`src/rtl/baw_pkg.sv`:
```
// Shared definitions for the Black-and-White round controller:
// FSM state encodings, comparator result codes, default game sizes
// and the one-hot card decoder.
package baw_pkg;

  typedef enum logic [2:0] {
    ST_IDLE        = 3'd0,
    ST_LEAD_PICK   = 3'd1,
    ST_FOLLOW_PICK = 3'd2,
    ST_COMPARE     = 3'd3,
    ST_SCORE       = 3'd4,
    ST_DONE        = 3'd5
  } baw_state_t;

  localparam logic [1:0] RES_DRAW = 2'b00;
  localparam logic [1:0] RES_P1   = 2'b01;
  localparam logic [1:0] RES_P2   = 2'b10;

  localparam int NUM_CARDS_DEF  = 9;
  localparam int WIN_TARGET_DEF = 5;

  // Index of the set bit; only meaningful for a one-hot input.
  function automatic logic [3:0] onehot9_to_idx(input logic [8:0] oh);
    logic [3:0] idx;
    idx = '0;
    for (int i = 0; i < 9; i++) begin
      if (oh[i]) idx = 4'(i);
    end
    return idx;
  endfunction

endpackage

```
`src/rtl/baw_round_controller_if.sv`:
```
// Board/datapath bundle of the round controller. The master side is the
// board plus comparator (drives buttons, switches, cmp_result); the slave
// side is the controller itself.
interface baw_round_controller_if;
  logic       btn_start;
  logic       btn_confirm;
  logic       btn_abort;
  logic [8:0] sw_sel;
  logic [1:0] cmp_result;
  logic [3:0] p1_card;
  logic [3:0] p2_card;
  logic [8:0] p1_used;
  logic [8:0] p2_used;
  logic       cmp_req;
  logic       leader;
  logic [3:0] round;
  logic [3:0] p1_wins;
  logic [3:0] p2_wins;
  logic       game_over;
  logic [1:0] game_winner;
  logic       pick_err;
  logic [2:0] state_o;

  modport master (
    output btn_start, btn_confirm, btn_abort, sw_sel, cmp_result,
    input  p1_card, p2_card, p1_used, p2_used, cmp_req, leader, round,
           p1_wins, p2_wins, game_over, game_winner, pick_err, state_o
  );

  modport slave (
    input  btn_start, btn_confirm, btn_abort, sw_sel, cmp_result,
    output p1_card, p2_card, p1_used, p2_used, cmp_req, leader, round,
           p1_wins, p2_wins, game_over, game_winner, pick_err, state_o
  );
endinterface

```
`src/rtl/baw_btn_edge.sv`:
```
// Raw button conditioner: 2-flop synchronizer followed by a registered
// rising-edge detector. The 1-cycle pulse appears 3 clk cycles after the
// raw rising edge.
module baw_btn_edge (
  input  logic clk,
  input  logic rst,
  input  logic i_btn,
  output logic o_pulse
);

  logic r_sync1, r_sync2, r_prev, r_pulse;

  // Synchronize, remember the previous level, and register the edge pulse.
  always_ff @(posedge clk) begin
    if (rst) begin
      r_sync1 <= 1'b0;
      r_sync2 <= 1'b0;
      r_prev  <= 1'b0;
      r_pulse <= 1'b0;
    end else begin
      r_sync1 <= i_btn;
      r_sync2 <= r_sync1;
      r_prev  <= r_sync2;
      r_pulse <= r_sync2 & ~r_prev;
    end
  end

  assign o_pulse = r_pulse;

endmodule

```
`src/rtl/baw_round_controller.sv`:
```
// Black-and-White game sequencer: start, leader pick, follower pick,
// compare, score, next round, with legal-pick enforcement and game-over.
// Optional feature macro: BAW_TIMEOUT_EN (auto-play of the acting player's
// lowest unused card after TIMEOUT_CYCLES without an accepted pick).
module baw_round_controller
  import baw_pkg::*;
#(
  parameter int NUM_CARDS      = NUM_CARDS_DEF,
  parameter int WIN_TARGET     = WIN_TARGET_DEF,
  parameter int TIMEOUT_CYCLES = 500_000
) (
  input logic                   clk,
  input logic                   rst,
  baw_round_controller_if.slave io_bus
);

  baw_state_t r_state;
  logic [3:0] r_p1_card, r_p2_card, r_round, r_p1_wins, r_p2_wins;
  logic [8:0] r_p1_used, r_p2_used;
  logic       r_cmp_req, r_leader, r_game_over, r_pick_err;
  logic [1:0] r_game_winner, r_res;

  logic w_start, w_confirm, w_abort;

  baw_btn_edge u_start   (.clk(clk), .rst(rst), .i_btn(io_bus.btn_start),   .o_pulse(w_start));
  baw_btn_edge u_confirm (.clk(clk), .rst(rst), .i_btn(io_bus.btn_confirm), .o_pulse(w_confirm));
  baw_btn_edge u_abort   (.clk(clk), .rst(rst), .i_btn(io_bus.btn_abort),   .o_pulse(w_abort));

  logic       w_in_pick, w_actor, w_onehot, w_legal, w_tmo, w_play, w_err;
  logic [8:0] w_act_used, w_play_bit;
  logic [3:0] w_sel_idx, w_play_idx;

  assign w_in_pick  = (r_state == ST_LEAD_PICK) || (r_state == ST_FOLLOW_PICK);
  // Leader acts in LEAD_PICK, the other player in FOLLOW_PICK.
  assign w_actor    = (r_state == ST_LEAD_PICK) ? r_leader : ~r_leader;
  assign w_act_used = w_actor ? r_p2_used : r_p1_used;
  assign w_onehot   = (io_bus.sw_sel != 9'd0) && ((io_bus.sw_sel & (io_bus.sw_sel - 9'd1)) == 9'd0);
  assign w_legal    = w_onehot && ((io_bus.sw_sel & w_act_used) == 9'd0);
  assign w_sel_idx  = onehot9_to_idx(io_bus.sw_sel);

`ifdef BAW_TIMEOUT_EN
  localparam int TMR_W = (TIMEOUT_CYCLES > 2) ? $clog2(TIMEOUT_CYCLES) : 1;
  logic [TMR_W-1:0] r_tmr;
  logic [3:0]       w_low_idx;
  logic             w_any_free;

  // Lowest-index unused card of the acting player.
  always_comb begin
    w_low_idx  = '0;
    w_any_free = 1'b0;
    for (int i = 8; i >= 0; i--) begin
      if (!w_act_used[i]) begin
        w_low_idx  = 4'(i);
        w_any_free = 1'b1;
      end
    end
  end

  // Per-pick down-counter: reloaded outside the pick states and on every
  // accepted pick; terminal count 0 marks the TIMEOUT_CYCLES-th cycle.
  always_ff @(posedge clk) begin
    if (rst || w_abort || !w_in_pick || w_play) r_tmr <= TMR_W'(TIMEOUT_CYCLES - 1);
    else if (r_tmr != '0)                       r_tmr <= r_tmr - 1'b1;
  end

  assign w_tmo      = w_in_pick && (r_tmr == '0) && w_any_free;
  assign w_play_idx = (w_confirm && w_legal) ? w_sel_idx : w_low_idx;
`else
  assign w_tmo      = 1'b0;
  assign w_play_idx = w_sel_idx;
`endif

  assign w_play     = w_in_pick && (w_tmo || (w_confirm && w_legal));
  assign w_err      = w_in_pick && w_confirm && !w_legal && !w_tmo;
  assign w_play_bit = 9'd1 << w_play_idx;

  logic       w_p1_win, w_p2_win, w_end;
  logic [3:0] w_p1_nxt, w_p2_nxt;

  assign w_p1_win = (r_res == RES_P1);
  assign w_p2_win = (r_res == RES_P2);
  assign w_p1_nxt = (w_p1_win && (r_p1_wins < 4'(WIN_TARGET))) ? r_p1_wins + 4'd1 : r_p1_wins;
  assign w_p2_nxt = (w_p2_win && (r_p2_wins < 4'(WIN_TARGET))) ? r_p2_wins + 4'd1 : r_p2_wins;
  assign w_end    = (w_p1_nxt == 4'(WIN_TARGET)) || (w_p2_nxt == 4'(WIN_TARGET)) ||
                    (r_round >= 4'(NUM_CARDS));

  // Game sequencer with registered outputs; abort and reset share one clear path.
  always_ff @(posedge clk) begin
    r_pick_err <= 1'b0;
    r_cmp_req  <= 1'b0;
    if (rst || w_abort) begin
      r_state       <= ST_IDLE;
      r_p1_card     <= '0;
      r_p2_card     <= '0;
      r_p1_used     <= '0;
      r_p2_used     <= '0;
      r_round       <= '0;
      r_p1_wins     <= '0;
      r_p2_wins     <= '0;
      r_leader      <= 1'b0;
      r_game_over   <= 1'b0;
      r_game_winner <= RES_DRAW;
      r_res         <= RES_DRAW;
    end else begin
      case (r_state)
        ST_IDLE, ST_DONE: begin
          if (w_start) begin
            r_state       <= ST_LEAD_PICK;
            r_p1_card     <= '0;
            r_p2_card     <= '0;
            r_p1_used     <= '0;
            r_p2_used     <= '0;
            r_round       <= 4'd1;
            r_p1_wins     <= '0;
            r_p2_wins     <= '0;
            r_leader      <= 1'b0;
            r_game_over   <= 1'b0;
            r_game_winner <= RES_DRAW;
          end
        end
        ST_LEAD_PICK, ST_FOLLOW_PICK: begin
          if (w_play) begin
            if (w_actor) begin
              r_p2_card <= w_play_idx;
              r_p2_used <= r_p2_used | w_play_bit;
            end else begin
              r_p1_card <= w_play_idx;
              r_p1_used <= r_p1_used | w_play_bit;
            end
            if (r_state == ST_LEAD_PICK) begin
              r_state <= ST_FOLLOW_PICK;
            end else begin
              r_state   <= ST_COMPARE;
              r_cmp_req <= 1'b1;
            end
          end else if (w_err) begin
            r_pick_err <= 1'b1;
          end
        end
        ST_COMPARE: begin
          r_res   <= io_bus.cmp_result;
          r_state <= ST_SCORE;
        end
        ST_SCORE: begin
          r_p1_wins <= w_p1_nxt;
          r_p2_wins <= w_p2_nxt;
          if (w_p1_win)      r_leader <= 1'b0;
          else if (w_p2_win) r_leader <= 1'b1;
          if (w_end) begin
            r_state     <= ST_DONE;
            r_game_over <= 1'b1;
            if (w_p1_nxt > w_p2_nxt)      r_game_winner <= RES_P1;
            else if (w_p2_nxt > w_p1_nxt) r_game_winner <= RES_P2;
            else                          r_game_winner <= RES_DRAW;
          end else begin
            r_round <= r_round + 4'd1;
            r_state <= ST_LEAD_PICK;
          end
        end
        default: r_state <= ST_IDLE;
      endcase
    end
  end

  assign io_bus.p1_card     = r_p1_card;
  assign io_bus.p2_card     = r_p2_card;
  assign io_bus.p1_used     = r_p1_used;
  assign io_bus.p2_used     = r_p2_used;
  assign io_bus.cmp_req     = r_cmp_req;
  assign io_bus.leader      = r_leader;
  assign io_bus.round       = r_round;
  assign io_bus.p1_wins     = r_p1_wins;
  assign io_bus.p2_wins     = r_p2_wins;
  assign io_bus.game_over   = r_game_over;
  assign io_bus.game_winner = r_game_winner;
  assign io_bus.pick_err    = r_pick_err;
  assign io_bus.state_o     = r_state;

endmodule

```
`src/flat_wrapper.sv`:
```
// flat-port wrapper written by rule: the top's interface ports become plain ports
module baw_round_controller_flat import baw_pkg::*;
#(
  parameter int NUM_CARDS      = NUM_CARDS_DEF,
  parameter int WIN_TARGET     = WIN_TARGET_DEF,
  parameter int TIMEOUT_CYCLES = 500_000
)
  (clk, rst, io_bus_btn_start, io_bus_btn_confirm, io_bus_btn_abort, io_bus_sw_sel, io_bus_cmp_result, io_bus_p1_card, io_bus_p2_card, io_bus_p1_used, io_bus_p2_used, io_bus_cmp_req, io_bus_leader, io_bus_round, io_bus_p1_wins, io_bus_p2_wins, io_bus_game_over, io_bus_game_winner, io_bus_pick_err, io_bus_state_o);
  baw_round_controller_if io_bus_i ();
  input logic clk;
  input logic rst;
  input wire logic [$bits(io_bus_i.btn_start)-1:0] io_bus_btn_start;
  input wire logic [$bits(io_bus_i.btn_confirm)-1:0] io_bus_btn_confirm;
  input wire logic [$bits(io_bus_i.btn_abort)-1:0] io_bus_btn_abort;
  input wire logic [$bits(io_bus_i.sw_sel)-1:0] io_bus_sw_sel;
  input wire logic [$bits(io_bus_i.cmp_result)-1:0] io_bus_cmp_result;
  output wire logic [$bits(io_bus_i.p1_card)-1:0] io_bus_p1_card;
  output wire logic [$bits(io_bus_i.p2_card)-1:0] io_bus_p2_card;
  output wire logic [$bits(io_bus_i.p1_used)-1:0] io_bus_p1_used;
  output wire logic [$bits(io_bus_i.p2_used)-1:0] io_bus_p2_used;
  output wire logic [$bits(io_bus_i.cmp_req)-1:0] io_bus_cmp_req;
  output wire logic [$bits(io_bus_i.leader)-1:0] io_bus_leader;
  output wire logic [$bits(io_bus_i.round)-1:0] io_bus_round;
  output wire logic [$bits(io_bus_i.p1_wins)-1:0] io_bus_p1_wins;
  output wire logic [$bits(io_bus_i.p2_wins)-1:0] io_bus_p2_wins;
  output wire logic [$bits(io_bus_i.game_over)-1:0] io_bus_game_over;
  output wire logic [$bits(io_bus_i.game_winner)-1:0] io_bus_game_winner;
  output wire logic [$bits(io_bus_i.pick_err)-1:0] io_bus_pick_err;
  output wire logic [$bits(io_bus_i.state_o)-1:0] io_bus_state_o;
  assign io_bus_i.btn_start = io_bus_btn_start;
  assign io_bus_i.btn_confirm = io_bus_btn_confirm;
  assign io_bus_i.btn_abort = io_bus_btn_abort;
  assign io_bus_i.sw_sel = io_bus_sw_sel;
  assign io_bus_i.cmp_result = io_bus_cmp_result;
  assign io_bus_p1_card = io_bus_i.p1_card;
  assign io_bus_p2_card = io_bus_i.p2_card;
  assign io_bus_p1_used = io_bus_i.p1_used;
  assign io_bus_p2_used = io_bus_i.p2_used;
  assign io_bus_cmp_req = io_bus_i.cmp_req;
  assign io_bus_leader = io_bus_i.leader;
  assign io_bus_round = io_bus_i.round;
  assign io_bus_p1_wins = io_bus_i.p1_wins;
  assign io_bus_p2_wins = io_bus_i.p2_wins;
  assign io_bus_game_over = io_bus_i.game_over;
  assign io_bus_game_winner = io_bus_i.game_winner;
  assign io_bus_pick_err = io_bus_i.pick_err;
  assign io_bus_state_o = io_bus_i.state_o;
  baw_round_controller #(.NUM_CARDS(NUM_CARDS), .WIN_TARGET(WIN_TARGET), .TIMEOUT_CYCLES(TIMEOUT_CYCLES)) u_core (.clk(clk), .rst(rst), .io_bus(io_bus_i));
endmodule
```
`config.mk`:
```
export PLATFORM = sky130hd
export DESIGN_NAME = baw_round_controller_flat
export DESIGN_NICKNAME = d
export VERILOG_FILES = /design/src/rtl/baw_pkg.sv /design/src/rtl/baw_round_controller_if.sv /design/src/rtl/baw_btn_edge.sv /design/src/rtl/baw_round_controller.sv /design/src/flat_wrapper.sv
export SDC_FILE = /design/constraint.sdc
export NUM_CORES = 1
export LEC_CHECK = 0
export ABC_CLOCK_PERIOD_IN_PS = 3100
export BUFFER_PORTS_ARGS = -buffer_cell sky130_fd_sc_hd__clkbuf_2
export CAP_MARGIN = 30
export CORE_ASPECT_RATIO = 0.6
export CORE_UTILIZATION = 57
export CTS_BUF_LIST = sky130_fd_sc_hd__clkbuf_8
export DETAILED_ROUTE_END_ITERATION = 10
export GPL_ROUTABILITY_DRIVEN = 0
export GPL_TIMING_DRIVEN = 0
export PLACE_DENSITY = 0.9
export SLEW_MARGIN = 30
export SYNTH_ARGS = -nofsm -noshare
export SYNTH_HDL_FRONTEND = slang
export SYNTH_HIERARCHICAL = 1
export SYNTH_SLANG_ARGS = --single-unit
```
`constraint.sdc`:
```
create_clock -name clk -period 3.1 [get_ports clk]
set_input_delay 0.465 -clock clk [delete_from_list [all_inputs] [get_ports clk]]
set_output_delay 0.465 -clock clk [all_outputs]
set_load 0.02 [all_outputs]
```
Word-level counts from Yosys, hierarchy flattened
Cells that the tools add are included.
{"block": "word_totals", "out_inout_bits": 47, "ff_bits": 61}
{"block": "op_classes", "n_eq_ne": 16, "order_cmp": 5, "n_mux": 49, "shifts": 1, "add_sub_neg": 4, "bitwise_logic": 13, "n_reduce_logical": 30}
{"operator": "$mux 4", "n": 16}
{"operator": "$mux 9", "n": 6}
{"operator": "$pmux 4 s2", "n": 5}
{"operator": "$pmux 9 s2", "n": 2}
{"operator": "$and 9x9->9", "n": 2}
{"operator": "$logic_not 9->1", "n": 2}
{"operator": "$or 9x9->9", "n": 2}
{"operator": "$add 4x1->4 const B", "n": 3}
{"operator": "$pmux 3 s4", "n": 1}
{"operator": "$mux 1", "n": 9}
{"operator": "$mux 3", "n": 3}
{"operator": "$reduce_and 3->1", "n": 3}
{"operator": "$reduce_bool 9->1", "n": 1}
{"operator": "$shl 1x4->9 const A", "n": 1}
{"operator": "$sub 9x1->9 const B", "n": 1}
{"operator": "$eq 4x3->1 const B", "n": 2}
{"operator": "$gt 4x4->1", "n": 2}
{"operator": "$logic_and 1x1->1", "n": 8}
{"operator": "$lt 4x3->1 const B", "n": 2}
{"operator": "$mux 2", "n": 4}
{"operator": "$reduce_and 4->1", "n": 2}
{"operator": "$eq 3x2->1 const B", "n": 2}
{"operator": "$eq 3x3->1 const B", "n": 2}
{"operator": "$ne 2x1->1 const B", "n": 3}
{"operator": "other kinds (17)", "n": 34}

Depth between registers and ports, before layout
{"block": "depth", "word_depth": 13, "ltp_mapped": 14, "mapped_depth_nobuf": 14}

By module
Netlist, hierarchy kept.
{"module": "baw_round_controller", "instances": 1, "area_each_um2": 2824.0, "seq_area_each_um2": 980.9, "cells_per_inst": 355}
{"module": "baw_btn_edge", "instances": 3, "area_each_um2": 111.4, "seq_area_each_um2": 80.1, "cells_per_inst": 8}

Worst setup path before layout
No wires, ideal clock.
{"block": "synth_timing", "kind": "flip-flop to flip-flop", "startpoint": "register u_core.r_state[0], in the netlist u_core/io_bus.state_o[0]", "endpoint": "register u_core.r_p1_card[0], in the netlist u_core/io_bus.p1_card[0]", "setup_ps": 117, "period_less_slack_ps": 2551, "t_arrival_ps": 2434, "path_stages_with_launch": 9, "path_slack_ps": 549, "n_path_buf": 1, "path_cell_list": "dfxtp_1 -> nor3b_4 -> xnor2_1 -> mux2_1 -> a221o_1 -> nor4_4 -> buf_6 -> a31oi_1 -> o2bb2ai_1"}
{"block": "synth_between", "elab_chain_len": 10, "word_cells_on_any_way": 20}
{"item": "from (decl)", "line_no": "baw_round_controller.sv:17", "rtl": "baw_state_t r_state;"}
{"item": "from (signal assigned)", "line_no": "baw_round_controller.sv:92", "rtl": "r_state <= ST_IDLE;"}
{"item": "from (signal assigned)", "line_no": "baw_round_controller.sv:108", "rtl": "r_state <= ST_LEAD_PICK;"}
{"item": "from (signal assigned)", "line_no": "baw_round_controller.sv:131", "rtl": "r_state <= ST_FOLLOW_PICK;"}
{"item": "$eq 3x1->1", "line_no": "baw_round_controller.sv:33, baw_round_controller.sv:35, baw_round_controller.sv:105"}
{"item": "$mux 1", "line_no": "baw_round_controller.sv:35", "rtl": "assign w_actor = (r_state == ST_LEAD_PICK) ? r_leader : ~r_leader;"}
{"item": "$mux 9", "line_no": "baw_round_controller.sv:36", "rtl": "assign w_act_used = w_actor ? r_p2_used : r_p1_used;"}
{"item": "$and 9x9->9", "line_no": "baw_round_controller.sv:38", "rtl": "assign w_legal = w_onehot && ((io_bus.sw_sel & w_act_used) == 9'd0);"}
{"item": "$logic_not 9->1", "line_no": "baw_round_controller.sv:38"}
{"item": "$logic_and 1x1->1", "line_no": "baw_round_controller.sv:38"}
{"item": "$logic_and 1x1->1 (2 in series)", "line_no": "baw_round_controller.sv:73", "rtl": "assign w_play = w_in_pick && (w_tmo || (w_confirm && w_legal));"}
{"item": "$ne 2x1->1 (no source line)"}
{"item": "$reduce_and 4->1 (no source line)"}
{"item": "to (signal assigned)", "line_no": "baw_round_controller.sv:127", "rtl": "r_p1_card <= w_play_idx;"}
{"item": "to (decl)", "line_no": "baw_round_controller.sv:18", "rtl": "logic [3:0] r_p1_card, r_p2_card, r_round, r_p1_wins, r_p2_wins;"}
Several ways; a longest one is shown, not always the timed one.
A chain may end at the register's enable or synchronous reset.

Final worst setup path
{"block": "layout_timing", "startpoint": "register u_core.r_state[1], in the netlist u_core/io_bus.state_o[1]", "endpoint": "register u_core.r_p1_card[0], in the netlist u_core/io_bus.p1_card[0]"}
The elaborated chain is that of the path after synthesis.

==> impl_metrics.yaml <==
status:
  status: "complete, but fails checks"
  violations: "design-rule violations"
clock_network:
  root_buffer: "clkbuf_8"
  cts_sinks: 61
  post_cts_buffers: 0
  cts_htree_levels: 3
  clock_path_buffers: 2
  cts_tree: "yes"
  clkLatencyLatePin_ns: 0.35
  post_cts_resized: 0
  cts_buffers: 9
  clk_pin_slew_worst_paths_ns: 0.08
  hold_buffers: 0
global_routing:
  grt.total_usage_pct: 28.62
  grt_pass1_wl_um: 12770
  gr-total-overflow: 0
  grt_pass1_vias: 2667
  grt_max_degree: 15
  grt_antenna_before_repair: 0
synth:
  synth_largest_area_cell: "dfxtp_1"
  netlist.area_leader.share_pct: 38.67
  synth_top_cells_by_area: "dfxtp_1 (39%), ha_1 (5.2%), nand2_1 (4.6%)"
  synth.yosys.seq_area_share_pct: 38.67
  synth_edf_count: 0
  synth_common_cells: "dfxtp_1 (61), nand2_1 (39), nor2_1 (38)"
  synthCells: 379
  synth_nets: 408
  synth-seq-cells: 61
  synthArstFlopShare_pct: 0
  syn_avg_cell_area_um2: 8.333
  ys.flop_type: "dfxtp_1"
  synth_area_um2: 3158
  ys_warn_count: 6
  synth.most_common_cell: "dfxtp_1"
  yosys.cell_types.count: 53
route:
  routed_wl_um: 7847
  ant_nets: 0
  wl_per_cell_um: 15.12
  via_per_inst: 5.867
  first_pass_iters: 8
  route.detailed.drc: 3
  drt_iter0_drc: 283
  routed-via-count: 3045
floorplan:
  die_w_um: 98.10
  die_area_um2: 5852
  core.rowCount: 20
  num_io_pins: 63
  coreArea_um2: 5205
  initial_core_util_pct: 60.67
  die_h_um: 59.66
sta:
  worst_pin_slew_ns: 0.8734
  skew_ns: 0.009371
  fin_crit_ns: 2.912
  hold_violations: 0
  final-max-slew-violation-count: 0
  rsz0062_at_grt: "false"
  setup_viol: 0
  finalCritPeriodShare_pct: 93.93
  timing.fmax_mhz: 343.4
  relSlewSlack_pct: 41.23
  setup-tns-final_ns: 0
power_and_ir_drop:
  p_leak_nw: 1.483
  comb_power_share_pct: 5.6
  switching_power_mw: 0.4127
  p_int_mw: 1.199
  finalPower_mw: 1.611
  vdd_ir_drop_max_uv: 313.6
  netSwitchingFraction_pct: 25.61
  power.density_nw_per_um2: 429.9
  clkPwrFrac_pct: 45.2
  pwr-share-seq_pct: 49.2
worst_setup_path:
  max_stage_delay_ns: 0.41
  cp_common_cell: "buf_6"
  crit_type: "reg2reg"
  arrival_ns: 3.15
  crit_required_ns: 3.33
  critPathMaxFanout: 10
  r2r-start: "u_core/io_bus.state_o[1]$_SDFFE_PP0P_"
  worstSetupStartpointType: "flop"
  cpMaxStageDelayCell: "a221o_1"
  critPathLaunch: "u_core/io_bus.state_o[1]$_SDFFE_PP0P_"
  crit_chain: "buf_6 -> nor3b_4 -> xnor2_1 -> mux2_1 -> a221o_1 -> nor4_4 -> buf_6 -> a31oi_1 -> o2bb2ai_1"
  endpoint_kind: "flop"
worst_hold_path:
  hold_path.startpoint: "io_bus_btn_abort"
  hp-class: "in2reg"
place:
  dp.cells: 503
  hpwlAfterDp_um: 5888
  port_buffers: 58
final_layout:
  nNetsFinal: 477
  final-seq-area_um2: 1221
  final_layout_size_suffix_gt1_share_pct: 20.97
  n_antenna_cell: 0
  multi_input_area_um2: 1799
  stdcell_count: 519
  area_growth_pct: 18.70
  fill_cells: 413
run:
  drv_cap: 0
-- critical path: cells and delay by family, from the launching register on --
kind | cells | cell delay [ns]
simple gates | 2 | 0.63
compound gates | 3 | 0.80
flops | 1 | 0.33
mux | 1 | 0.38
buf+inv | 2 | 0.33
xor+xnor | 1 | 0.33
-- final cells by class --
| cell class | count | share of cell area (%) |
|---|---|---|
| timing repair buffer | 58 | 7.744 |
| multi-input combinational | 283 | 48.00 |
| buffer | 19 | 2.403 |
| sequential | 61 | 32.58 |
| clock inverter | 7 | 2.170 |
| tap | 66 | 2.203 |
| clock buffer | 9 | 3.304 |
| inverter | 16 | 1.602 |
-- flip-flops by register name, indices dropped and copies added (netlist names), 2 cells and up --
signal,count
u_core/io_bus.p1_wins,4
u_core/io_bus.p2_used,9
u_core/io_bus.p2_wins,4
u_core/io_bus.p2_card,4
u_core/io_bus.p1_card,4
u_core/io_bus.game_winner,2
u_core/r_res,2
u_core/io_bus.round,4
u_core/io_bus.p1_used,9
u_core/io_bus.state_o,3
-- layer usage --
layer,global-route usage (%),vias to the layer above,part of all wire [%]
li1,-,1491,-
met4,10.61,0,1.2
met1,41.14,1402,48
met2,41.25,142,41
met3,7.602,10,9.6
met5,0,-,0
-- path summary, 6_finish.rpt --
| kind | slack (ns) | end | cells after the start |
|---|---|---|---|
| max reg2reg | 0.19 | u_core/io_bus.p1_card[0]$_SDFFE_PP0P_ | 9 |
| min reg2reg | 0.40 | u_core/u_confirm/o_pulse$_SDFF_PP0_ | 1 |
| max | 0.19 | u_core/io_bus.p1_card[0]$_SDFFE_PP0P_ | 9 |
| min | 0.33 | u_core/u_abort/r_sync1$_SDFF_PP0_ | 2 |
-- power groups by stage --
stage	registers, mW	logic, mW	clock network, mW
final	0.793	0.0895	0.729
after CTS	0.793	0.0870	0.741
after floorplan	0.811	0.0551	0
after detailed placement	0.811	0.0865	0
after global routing	0.794	0.0969	0.777
after global placement	0.811	0.0841	0
-- layout by cell type, fill, tap and decap left out, types with 13 or more instances in the layout --
cell / Yosys / layout
clkbuf_2: 0 / 59
dfxtp_1: 61 / 61
nand3_1: 14 / 14
nor2_1: 38 / 38
ha_1: 13 / 13
a21oi_1: 21 / 21
nor2b_1: 16 / 16
inv_1: 16 / 16
clkbuf_1: 15 / 14
nand2_1: 39 / 39
o21ai_0: 20 / 20
-- through the flow --
stage          utilization, %  worst slack (ns)  hold slack, ns  instance area (µm²)
4_1_cts                 71.78            0.2275          0.3134                 3736
3_3_place_gp            67.84            0.2592          0.3917                 3531
6_report                72.02            0.1882          0.3268                 3749
3_5_place_dp            67.84            0.1843          0.3927                 3531
2_1_floorplan               -            0.5487          0.3868                 3158
5_1_grt                 72.02           0.02684          0.3231                 3749
-- cells by family (layout without fill, tap and decap cells) --
group,count (synthesis),after routing,synth area share [%]
simple gates,165,165,27.93
compound gates,91,91,19.14
flops,61,61,38.67
buf+inv,35,109,4.715
fa+ha+maj,13,13,5.151
mux,9,9,3.011
xor+xnor,5,5,1.387
Note: power is estimated with default switching activity, not from simulation.
